`config.mk`:
```
export PLATFORM = sky130hd
export DESIGN_NAME = code_sequencer
export DESIGN_NICKNAME = d
export VERILOG_FILES = /design/src/rtl/code_sequencer.sv
export SDC_FILE = /design/constraint.sdc
export NUM_CORES = 1
export LEC_CHECK = 0
export ABC_CLOCK_PERIOD_IN_PS = 1980
export BUFFER_PORTS_ARGS = -buffer_cell sky130_fd_sc_hd__clkbuf_2
export CAP_MARGIN = 20
export CORE_MARGIN = 4
export CORE_UTILIZATION = 40
export CTS_CLUSTER_DIAMETER = 80
export DETAILED_ROUTE_END_ITERATION = 10
export GPL_ROUTABILITY_DRIVEN = 0
export GPL_TIMING_DRIVEN = 0
export PLACE_DENSITY = 0.59
export SYNTH_ARGS = -nofsm -noshare
export SYNTH_HDL_FRONTEND = slang
export SYNTH_SLANG_ARGS = --single-unit
```
`constraint.sdc`:
```
create_clock -name clk -period 1.98 [get_ports clk]
set_clock_uncertainty 0.05 [all_clocks]
set_input_delay 0.099 -clock clk [delete_from_list [all_inputs] [get_ports clk]]
set_output_delay 0.099 -clock clk [all_outputs]
set_load 0.02 [all_outputs]
```
`src/rtl/code_sequencer.sv`:
```
// code_sequencer: scans the 5-bit code space and emits every detect-true code over valid/ready.
// Optional CODE_SEQ_PARITY_EN adds a registered odd-parity output code_par.
module code_sequencer #(
    parameter bit DIR_DOWN = 1'b0,
    parameter int MAX_CODE = 31
) (
    input  logic       clk,
    input  logic       rst_n,
    input  logic       start,
    input  logic       abort,
    input  logic       out_ready,
    output logic [4:0] code,
    output logic       code_valid,
    output logic       busy,
    output logic       done,
`ifdef CODE_SEQ_PARITY_EN
    output logic       code_par,
`endif
    output logic [3:0] match_count
);
    typedef enum logic [1:0] {IDLE, SCAN, HOLD, DONE} state_t;
    localparam logic [4:0] MAX   = 5'(MAX_CODE);
    localparam logic [4:0] FIRST = DIR_DOWN ? MAX : 5'd0;
    localparam logic [4:0] LAST  = DIR_DOWN ? 5'd0 : MAX;
    state_t     state, state_nxt;
    logic [4:0] idx, idx_nxt, code_nxt, idx_step;
    logic [3:0] cnt_nxt;
    logic       is_last;
    function automatic logic detect(input logic [4:0] x);
        return (~x[0] & ~x[1]) | (x[4] & x[3] & x[2] & ~x[0]) |
               (x[4] & ~x[3] & ~x[2] & ~x[0]) | (~x[4] & ~x[3] & x[2] & ~x[0]);
    endfunction
    assign is_last  = idx == LAST;
    assign idx_step = DIR_DOWN ? idx - 5'd1 : idx + 5'd1;
    always_comb begin
        state_nxt = state;
        idx_nxt   = idx;
        code_nxt  = code;
        cnt_nxt   = match_count;
        if (abort) begin
            state_nxt = IDLE;
        end else begin
            case (state)
                IDLE: if (start) begin
                    idx_nxt   = FIRST;
                    cnt_nxt   = 4'd0;
                    state_nxt = SCAN;
                end
                SCAN: if (detect(idx)) begin
                    code_nxt  = idx;
                    state_nxt = HOLD;
                end else begin
                    state_nxt = is_last ? DONE : SCAN;
                    idx_nxt   = is_last ? idx : idx_step;
                end
                HOLD: if (code_valid && out_ready) begin
                    cnt_nxt   = match_count + 4'd1;
                    state_nxt = is_last ? DONE : SCAN;
                    idx_nxt   = is_last ? idx : idx_step;
                end
                default: state_nxt = IDLE;
            endcase
        end
    end
    // every output is a register loaded from the next-state decode
    always_ff @(posedge clk or negedge rst_n) begin
        if (!rst_n) begin
            state       <= IDLE;
            idx         <= 5'd0;
            code        <= 5'd0;
            code_valid  <= 1'b0;
            busy        <= 1'b0;
            done        <= 1'b0;
            match_count <= 4'd0;
`ifdef CODE_SEQ_PARITY_EN
            code_par    <= 1'b0;
`endif
        end else begin
            state       <= state_nxt;
            idx         <= idx_nxt;
            code        <= code_nxt;
            code_valid  <= state_nxt == HOLD;
            busy        <= (state_nxt == SCAN) || (state_nxt == HOLD);
            done        <= state_nxt == DONE;
            match_count <= cnt_nxt;
`ifdef CODE_SEQ_PARITY_EN
            code_par    <= ^code_nxt;
`endif
        end
    end
endmodule

```
==> results.toml <==
[outcome]
status = "finished with violations"
violations = "negative setup slack"

[worst_setup_path]
reg2reg_from = "state[0]"
crit_path_top_delay_cell = "dfrtp_1"
reg2reg_to = "idx[0]"
critPathBufInv = 1
r2r_slack_ns = -0.11
critical_path.max_fanout = 5
critical_path_class = "reg2reg"
cp.arrival_ns = 2.24
worstPathRequired_ns = 2.13
r2r_cells = 6
critPathCaptureType = "flip-flop"
path_delay_family = "simple AND/OR/NAND/NOR gates"
startpoint_type = "flip-flop"
max_stage_delay_ns = 0.43
crit_chain = "buf_6 > ha_4 > or2_4 > or3_4 > a221o_2 > mux2_4"

[final_layout]
final_util = 0.565
areaGrowthSynthToFinish_pct = 31.4
fin_area_sq_mm = 0.00144
nNetsFinal = 141
fin_cells = 155
n_antenna_cell = 0
drive_gt1_frac = 0.496

[global_routing]
use_met1 = 0.203
grt_util_all_layers = 0.146
antenna_found_initial = 0
grt_pass1_vias = 817
grt_pass1_wl_mm = 3.93
grt_max_degree = 20
met2_usage = 0.227
use_met3 = 0.0259
grt-ovfl-total = 0
top_usage_layer = "met2"

[timing]
fin_crit_sh = 1.05
worstMarginPinSlew_ns = 0.481
relSlewSlack = 0.680
rsz0062_at_grt = "yes"
finalSetupViolCount = 8
period_needed_ns = 2.09
finalHoldViolCount = 0
setup_tns_ns = -0.224
fmax_mhz = 479
final_max_slew_viol_count = 0
fin_hold_ws_ns = 0.173
setup_ws_ns = -0.108

[placed_design]
portBuffers = 16
dpl.cell_count = 140
dp_hpwl_mm = 1.48
pre_cts_ws_ns = -0.188
place_area_sq_mm = 0.00124

[synthesis]
synth-edff-count = 0
syn_area_per_cell_sq_um = 11.6
ys_seq_area_frac = 0.434
synth_top_area_share = 0.434
synth_largest_area_cell = "dfrtp_1"
syn_nets = 109
synthTopCellsByCount = "dfrtp_1 (19), ha_1 (10), inv_1 (8)"
ys.flop_type = "dfrtp_1"
synthCells = 94
yosysMostFrequentCell = "dfrtp_1"
ys_async_sr_fraction = 1.00
yosysUniqueCellTypes = 35
syn_area_sq_mm = 0.00109
ys_ff_latch = 19
ys_warn_count = 0
yosys-top-cells-area = "dfrtp_1 (43%), ha_1 (11%), mux2_2 (6.2%)"

[power]
p_seq_frac = 0.327
powerDensity_mw_per_mm2 = 1130
finalPower_mw = 1.63
clockPowerShare = 0.125
total_leakage_power_nw = 0.683
combPwrFrac = 0.547
power_switching_mw = 0.644
swShare = 0.394
internal_power_mw = 0.989
ir_drop_uv = 561

[worst_hold_path]
whs_path_depth = 4
min_path_type = "in2reg"
whs_endpoint = "match_count[0]"
min-delay-start = "abort"

[clocking]
cts_buffer_depth = 2
clock_sinks = 19
clk_pin_slew_worst_paths_ns = 0.11
root_buffer = "clkbuf_4"
clk_latency_ns = 0.31
cts_tree = "done"
numCtsBuffers = 3
htreeDepth = 1

[routing]
drcViolationCount = 0
viasPerCell = 5.41
vias = 839
wl_per_cell_microns = 15.1
postRouteAntennaNets = 0
wl_mm = 2.34
drtIter0Drc = 16
dr.pass1.iters = 4

[flow_run]
drv_cap = 0

[die]
initial_core_util = 0.430
core_sq_mm = 0.00254
io_pins = 17
die_h_microns = 60.3
die-width_microns = 60.3
row_count = 18
dieArea_sq_mm = 0.00364
-- worst min-delay path: cells and delay by family --
family / cells / cell delay [ns]
and+or+nand+nor: 2 / 0.18
AOI/OAI and AO/OA: 1 / 0.07
buffers and inverters: 1 / 0.15
-- routing by layer --
layer  routed length (microns)  part of all wire  vias to the layer above
li1                          -                 -                      408
met1                      1130              0.48                      405
met2                      1070              0.46                       18
met3                        89             0.038                        8
met4                        55             0.023                        0
met5                         0                 0                        -
-- flip-flops by register name, indices dropped and copies added (netlist names) --
name and cells:
code 5, idx 5, match_count 4, state 2, busy 1, code_valid 1
done 1
-- cells in the final DEF (no fill, tap or decap), types with 2 or more instances in the layout --
cell type	netlist	final
ha_4	0	5
o21ai_0	4	4
buf_4	0	9
mux2_2	6	5
clkbuf_4	0	3
a32o_1	2	2
nor2_1	2	2
inv_1	8	7
nand4b_1	3	3
nand2_1	7	7
dfrtp_2	0	2
ha_1	10	4
nand3_1	2	2
clkbuf_2	0	16
a22o_1	2	2
buf_6	0	3
or2_4	0	2
a221o_2	3	3
dfrtp_1	19	17
a31oi_1	2	2
and3_1	2	2
-- kinds of logic (layout without fill, tap and decap cells) --
kind of cell / Yosys count / after routing / share of synthesized area
simple gates: 28 / 28 / 0.166
buf+inv: 10 / 41 / 0.0343
xor+xnor: 1 / 1 / 0.00800
flops: 19 / 19 / 0.434
fa+ha+maj: 10 / 10 / 0.114
compound gates: 20 / 20 / 0.182
mux: 6 / 6 / 0.0617
-- layout make-up --
type,count,area [sq um]
tap,30,37.5
inverter,8,30.0
clock buffer,3,22.5
clock inverter,1,5.00
multi-input combinational,65,674
timing repair buffer,29,191
sequential,19,478
fill,217,1110
-- power by group through the flow --
stage               Sequential [mW]  Combinational [mW]  Clock (mW)
finish                        0.535               0.894       0.205
global route                  0.546               0.975       0.220
CTS                           0.525               0.777       0.206
detailed placement            0.553               0.620           0
global placement              0.552               0.613           0
floorplan                     0.590               0.430           0
-- worst max path at each step --
| stage | start | to | slack, ns | cells past startpoint |
|---|---|---|---|---|
| after floorplan | state[0] | idx[0] | -0.07 | 7 |
| after global placement | idx[0] | idx[3] | -0.16 | 6 |
| after detailed placement | idx[0] | idx[3] | -0.19 | 6 |
| after CTS | state[0] | idx[0] | -0.04 | 6 |
| after global routing | state[0] | idx[0] | -0.13 | 6 |
| final | state[0] | idx[0] | -0.11 | 6 |
-- what timing repair did --
action	CTS	global route
pin swaps	2	4
hold buffers	1	0
resized for setup	9	10
setup endpoints to repair	14	9
endpoints found under the hold margin	19	0
setup buffers	9	3
(Power assumes the default switching activity.)
